[config.mk]
export PLATFORM = sky130hd
export DESIGN_NAME = branch_predictor
export DESIGN_NICKNAME = d
export VERILOG_FILES = /design/src/rtl/branch_predictor_pkg.sv /design/src/rtl/branch_predictor_btb_table.sv /design/src/rtl/branch_predictor.sv
export SDC_FILE = /design/constraint.sdc
export NUM_CORES = 2
export LEC_CHECK = 0
export CAP_MARGIN = 10
export CORE_ASPECT_RATIO = 0.7
export CORE_MARGIN = 2
export CORE_UTILIZATION = 35
export DETAILED_ROUTE_END_ITERATION = 12
export DONT_BUFFER_PORTS = 1
export SKIP_LAST_GASP = 1
export SYNTH_ARGS = -nofsm -noshare
export SYNTH_HDL_FRONTEND = slang
export SYNTH_SLANG_ARGS = --single-unit
[constraint.sdc]
create_clock -name clk -period 6.2 [get_ports clk]
set_clock_uncertainty 0.1 [all_clocks]
set_input_delay 0.93 -clock clk [delete_from_list [all_inputs] [get_ports clk]]
set_output_delay 0.93 -clock clk [all_outputs]
set_load 0.005 [all_outputs]
[src/rtl/branch_predictor_pkg.sv]
// Shared constants, BTB write modes and counter helpers for the dynamic branch predictor.
package branch_predictor_pkg;

  localparam int unsigned PC_INCR = 4;

  typedef enum logic [2:0] {
    WrNone,
    WrAlloc,
    WrInc,
    WrDec,
    WrInval
  } wr_mode_e;

  function automatic int unsigned cnt_wt(input int unsigned bits);
    return 32'd1 << (bits - 1);
  endfunction

  function automatic int unsigned cnt_wnt(input int unsigned bits);
    return cnt_wt(bits) - 1;
  endfunction

  function automatic int unsigned cnt_max(input int unsigned bits);
    return (32'd1 << bits) - 1;
  endfunction

  function automatic int unsigned sat_inc(input int unsigned val, input int unsigned max);
    return (val >= max) ? max : val + 1;
  endfunction

  function automatic int unsigned sat_dec(input int unsigned val);
    return (val == 0) ? 0 : val - 1;
  endfunction

endpackage

[src/rtl/branch_predictor_btb_table.sv]
// BTB storage: one combinational lookup port, one synchronous write port with per-field modes.
module branch_predictor_btb_table
  import branch_predictor_pkg::*;
#(
  parameter int unsigned ADDR_WIDTH = 32,
  parameter int unsigned ENTRY_NUM  = 16,
  parameter int unsigned CNT_BITS   = 2,
  parameter int unsigned IDX_BITS   = $clog2(ENTRY_NUM),
  parameter int unsigned TAG_BITS   = ADDR_WIDTH - IDX_BITS - 2
) (
  input  logic                  clk,
  input  logic                  rst,
  input  logic [IDX_BITS-1:0]   rd_idx,
  output logic                  rd_valid,
  output logic [TAG_BITS-1:0]   rd_tag,
  output logic [ADDR_WIDTH-1:0] rd_target,
  output logic                  rd_taken,
  input  wr_mode_e              wr_mode,
  input  logic [IDX_BITS-1:0]   wr_idx,
  input  logic [TAG_BITS-1:0]   wr_tag,
  input  logic [ADDR_WIDTH-1:0] wr_target,
  output logic                  wr_hit
);

  localparam logic [CNT_BITS-1:0] CntWt  = CNT_BITS'(cnt_wt(CNT_BITS));
  localparam logic [CNT_BITS-1:0] CntWnt = CNT_BITS'(cnt_wnt(CNT_BITS));
  localparam int unsigned         CntMax = cnt_max(CNT_BITS);

  logic                  valid_q  [ENTRY_NUM];
  logic [TAG_BITS-1:0]   tag_q    [ENTRY_NUM];
  logic [ADDR_WIDTH-1:0] target_q [ENTRY_NUM];
  logic [CNT_BITS-1:0]   cnt_q    [ENTRY_NUM];

  always_comb begin
    rd_valid  = valid_q[rd_idx];
    rd_tag    = tag_q[rd_idx];
    rd_target = target_q[rd_idx];
    rd_taken  = cnt_q[rd_idx][CNT_BITS-1];
    wr_hit    = valid_q[wr_idx] && (tag_q[wr_idx] == wr_tag);
  end

  always_ff @(posedge clk) begin
    if (rst) begin
      for (int i = 0; i < ENTRY_NUM; i++) begin
        valid_q[i] <= 1'b0;
        cnt_q[i]   <= CntWnt;
      end
    end else begin
      case (wr_mode)
        WrAlloc: begin
          valid_q[wr_idx] <= 1'b1;
          cnt_q[wr_idx]   <= CntWt;
        end
        WrInc:   cnt_q[wr_idx] <= CNT_BITS'(sat_inc(int'(cnt_q[wr_idx]), CntMax));
        WrDec:   cnt_q[wr_idx] <= CNT_BITS'(sat_dec(int'(cnt_q[wr_idx])));
        WrInval: valid_q[wr_idx] <= 1'b0;
        default: ;
      endcase
    end
  end

  // Tag and target are masked by valid, so they carry no reset.
  always_ff @(posedge clk) begin
    if (!rst && (wr_mode == WrAlloc || wr_mode == WrInc)) begin
      tag_q[wr_idx]    <= wr_tag;
      target_q[wr_idx] <= wr_target;
    end
  end

endmodule

[src/rtl/branch_predictor.sv]
// IF-stage dynamic branch predictor: BTB lookup, MEM-stage training, mispredict and statistics.
module branch_predictor
  import branch_predictor_pkg::*;
#(
  parameter int unsigned ADDR_WIDTH = 32,
  parameter int unsigned ENTRY_NUM  = 16,
  parameter int unsigned CNT_BITS   = 2
) (
  input  logic                  clk,
  input  logic                  rst,
  input  logic [ADDR_WIDTH-1:0] lk_pc,
  output logic                  pred_taken,
  output logic [ADDR_WIDTH-1:0] pred_target,
  input  logic                  upd_valid,
  input  logic [ADDR_WIDTH-1:0] upd_pc,
  input  logic                  upd_is_branch,
  input  logic                  upd_taken,
  input  logic [ADDR_WIDTH-1:0] upd_target,
  input  logic                  upd_pred_taken,
  input  logic [ADDR_WIDTH-1:0] upd_pred_target,
  output logic                  mispredict,
  output logic [ADDR_WIDTH-1:0] recover_pc,
  output logic [31:0]           stat_branch_cnt,
  output logic [31:0]           stat_miss_cnt
);

  localparam int unsigned IDX_BITS = $clog2(ENTRY_NUM);
  localparam int unsigned TAG_BITS = ADDR_WIDTH - IDX_BITS - 2;
  localparam logic [ADDR_WIDTH-1:0] Incr = ADDR_WIDTH'(PC_INCR);

  logic [IDX_BITS-1:0]   lk_idx, upd_idx;
  logic [TAG_BITS-1:0]   lk_tag, upd_tag, rd_tag;
  logic [ADDR_WIDTH-1:0] rd_target;
  logic                  rd_valid, rd_taken, wr_hit, lk_hit;
  wr_mode_e              wr_mode;

  // The carried direction bit is redundant with the carried target.
  logic unused_pred_taken;
  assign unused_pred_taken = upd_pred_taken;

  assign lk_idx  = lk_pc[IDX_BITS+1:2];
  assign lk_tag  = lk_pc[ADDR_WIDTH-1:IDX_BITS+2];
  assign upd_idx = upd_pc[IDX_BITS+1:2];
  assign upd_tag = upd_pc[ADDR_WIDTH-1:IDX_BITS+2];

  branch_predictor_btb_table #(
    .ADDR_WIDTH (ADDR_WIDTH),
    .ENTRY_NUM  (ENTRY_NUM),
    .CNT_BITS   (CNT_BITS)
  ) u_btb (
    .clk       (clk),
    .rst       (rst),
    .rd_idx    (lk_idx),
    .rd_valid  (rd_valid),
    .rd_tag    (rd_tag),
    .rd_target (rd_target),
    .rd_taken  (rd_taken),
    .wr_mode   (wr_mode),
    .wr_idx    (upd_idx),
    .wr_tag    (upd_tag),
    .wr_target (upd_target),
    .wr_hit    (wr_hit)
  );

  always_comb begin
    lk_hit      = rd_valid && (rd_tag == lk_tag);
    pred_taken  = lk_hit && rd_taken;
    pred_target = pred_taken ? rd_target : lk_pc + Incr;
    recover_pc  = upd_taken ? upd_target : upd_pc + Incr;
    mispredict  = upd_valid && !rst && (upd_pred_target != recover_pc);
  end

  always_comb begin
    wr_mode = WrNone;
    if (upd_valid && !rst) begin
      if (upd_is_branch) begin
        if (wr_hit)         wr_mode = upd_taken ? WrInc : WrDec;
        else if (upd_taken) wr_mode = WrAlloc;
      end else if (wr_hit) begin
        wr_mode = WrInval;
      end
    end
  end

  always_ff @(posedge clk) begin
    if (rst) begin
      stat_branch_cnt <= '0;
      stat_miss_cnt   <= '0;
    end else begin
      if (upd_valid && upd_is_branch && stat_branch_cnt != '1) begin
        stat_branch_cnt <= stat_branch_cnt + 32'd1;
      end
      if (mispredict && stat_miss_cnt != '1) stat_miss_cnt <= stat_miss_cnt + 32'd1;
    end
  end

endmodule

==> flow_summary.ini <==
[min_path]
hold_class = in2reg
hp-start = rst
holdPathStages = 1
hold_end = stat_branch_cnt[16]

[synth]
syn-instance-count = 2702
synth-edff-count = 976
ys_seq_elements = 1040
synth_top_area_share_pct = 61.84
synthesis.area_mm2 = 0.04739
yosys_warnings = 0
synth_cell_types = 73
syn_nets = 2843
synthTopCellsByArea = edfxtp_1 (62%), mux4_2 (20%), dfxtp_1 (2.7%)
async_reset_ff_share_pct = 0
post-synth-top-area-cell = edfxtp_1
synth_area_per_cell_um2 = 17.54
ys_seq_area_share_pct = 64.54
synth_flop_cell = edfxtp_1

[worst_setup_path]
cp-end-kind = output pin
crit_chain = nand4_1 > o21ai_0 > a31oi_1 > a32o_1 > or4_1 > or4_1 > or4_4 > nor2b_1
max_stage_delay_ns = 0.69
ff2ff_path_depth = 10
slowest_stage = or4_4
arrival_ns = 4.52
cp_max_fo = 123
critPathLaunchType = input pin
cp_common_cell = or4_1
required_ns = 5.17
r2r-start = u_btb.tag_q[3][15]
reg2reg_to = u_btb.valid_q[0]
worstSetupPathType = in2out
r2r_slack_ns = 1.73

[layout]
final_util_pct = 39.37
fin_area_mm2 = 0.05268
layout-drive-gt1-share_pct = 24.03
fin_nets = 2806
areaGrowthSynthToFinish_pct = 11.16

[clock_network]
numCtsBuffers = 97
post-cts-setup-buffer-count = 0
htree_levels = 3
cts_resized = 0
clkLatencyLatePin_ns = 0.72
postCtsHoldBufs = 0
cts_sinks = 1040
cts_tree = built
cts_root_buffer = clkbuf_16
clkSlewWorstSetupHoldPaths_ns = 0.06
cts_buffer_depth = 3

[die]
core_mm2 = 0.1338
io_pins = 264
rows = 112
die_x_um = 443.8
start_util_pct = 35.41
die_h_um = 311.9
dieArea_mm2 = 0.1384

[place]
dp_hpwl_mm = 84.82
routabilityCongestion = 0.8904
placed_area_mm2 = 0.04944
numPortBuffers = 0

[power_and_ir_drop]
p_leak_nw = 15.81
power_density_mw_per_mm2 = 277.0
max-vdd-ir-drop_uv = 196.6

[timing]
slew_viol_final = 0
hold_ws_ns = 0.1777
period_minus_slack_ns = 5.555
fin_tns_setup_ns = 0
setup_violations = 0
timing.fmax_mhz = 180.0
tightestPinTransition_ns = 1.123
min_period_over_period_pct = 89.60
final_hold_viol_count = 0
slew_headroom_pct = 24.34
rsz0062_at_grt = false

[route]
drtIter0Drc = 3545
ant_nets = 0
drt_pass1_iterations = 5
route.detailed.drc = 0
vias = 27249
drt-total-wl_mm = 142.5
routed_via_density = 6.030
wire_per_inst_um = 31.54

[global_route]
grt_use_met1_pct = 27.57
grt_usage_pct = 20.22
grt_use_met3_pct = 5.512
top_usage_layer = met2
met2_usage_pct = 31.64
grt_pass1_wl_mm = 200.6
grt_pass1_vias = 27264
antenna_found_initial = 8
grt_max_degree = 253
overflow = 0

[status]
outcome = finished, final reports clean

[job]
maxCapViolCount = 0
==> metrics by stage <==
step	cells	setup slack (ns)	power, mW
after floorplan	2702	0.4583	8.571
after global placement	4332	0.8515	8.596
after detailed placement	4332	0.7493	8.606
after CTS	4513	0.8183	14.70
after global routing	4517	0.6164	15.00
final	4519	0.6451	14.59
==> synth_stat cells (all sizes together), types with 25 or more instances <==
| cell | number |
|---|---|
| nand2 | 137 |
| a21oi | 41 |
| mux4 | 422 |
| edfxtp | 976 |
| xor2 | 88 |
| dfxtp | 64 |
| buf | 69 |
| inv | 25 |
| nor2 | 141 |
| nand4 | 52 |
| o21ai | 99 |
| clkbuf | 109 |
| nor3 | 32 |
| and3 | 25 |
| nand3 | 80 |
| xnor2 | 105 |
==> worst max path at each step <==
stage                            from                 to  slack [ns]  cells after the start
floorplan                   upd_pc[4]  u_btb.tag_q[1][0]        0.46                      7
global placement            upd_pc[2]         mispredict        0.85                      8
detailed placement          upd_pc[2]  u_btb.valid_q[13]        0.75                      9
CTS                         upd_pc[3]         mispredict        0.82                      9
global route        u_btb.tag_q[7][1]    pred_target[22]        0.62                      8
finish                      upd_pc[2]         mispredict        0.65                      8
==> cells by family after synthesis <==
kind of cell               Yosys count  share of synthesized area [%]
AOI/OAI and AO/OA                  223                          2.883
xor gates and xnor gates           194                          3.614
adders and majority gates            7                         0.1848
buffers and inverters              203                          1.761
DFF                               1040                          64.54
muxes                              454                          20.76
and+or+nand+nor                    581                          6.257
==> registers in the layout, summed over array words and instances, names as in the netlist <==
| name | count |
|---|---|
| u_btb.tag_q | 416 |
| u_btb.valid_q | 16 |
| u_btb.target_q | 512 |
| u_btb.cnt_q | 32 |
| stat_miss_cnt | 32 |
| stat_branch_cnt | 32 |
==> final cells by class <==
cell class,instances,area [µm²]
Clock inverter,66,659.4
Clock buffer,115,2562
Multi-Input combinational cell,1459,16100
Inverter,25,93.84
Timing Repair Buffer,42,452.9
Fill cell,11909,81150
Tap cell,1767,2211
Antenna cell,5,12.51
Sequential cell,1040,30590
==> metal layers <==
metal / up-vias / wire length [µm]
li1: 11004 / -
met1: 14405 / 55900
met2: 1610 / 66580
met3: 228 / 15810
met4: 2 / 4213
met5: - / 20
==> worst max-delay path: cells and delay by family <==
kind / cells / cell delay [ns]
simple gates: 5 / 2.24
compound gates: 3 / 1.14
==> power breakdown <==
| group | switching, mW | total [mW] | internal (mW) | leakage, nW |
|---|---|---|---|---|
| Sequential | 0.0198 | 7.73 | 7.71 | 9.34 |
| Clock | 2.70 | 6.13 | 3.43 | 1.58 |
| Combinational | 0.319 | 0.733 | 0.415 | 4.89 |
==> cell usage in the layout, fill, tap and decap left out, types with 41 or more instances in the layout <==
master	n
clkbuf_16	99
nand3_1	76
nand2_1	137
nand4_1	51
a21oi_1	41
mux4_2	422
dfxtp_1	64
o21ai_0	98
edfxtp_1	976
xor2_1	88
nor2_1	125
xnor2_1	105
Note: power is estimated with default switching activity, not from simulation.
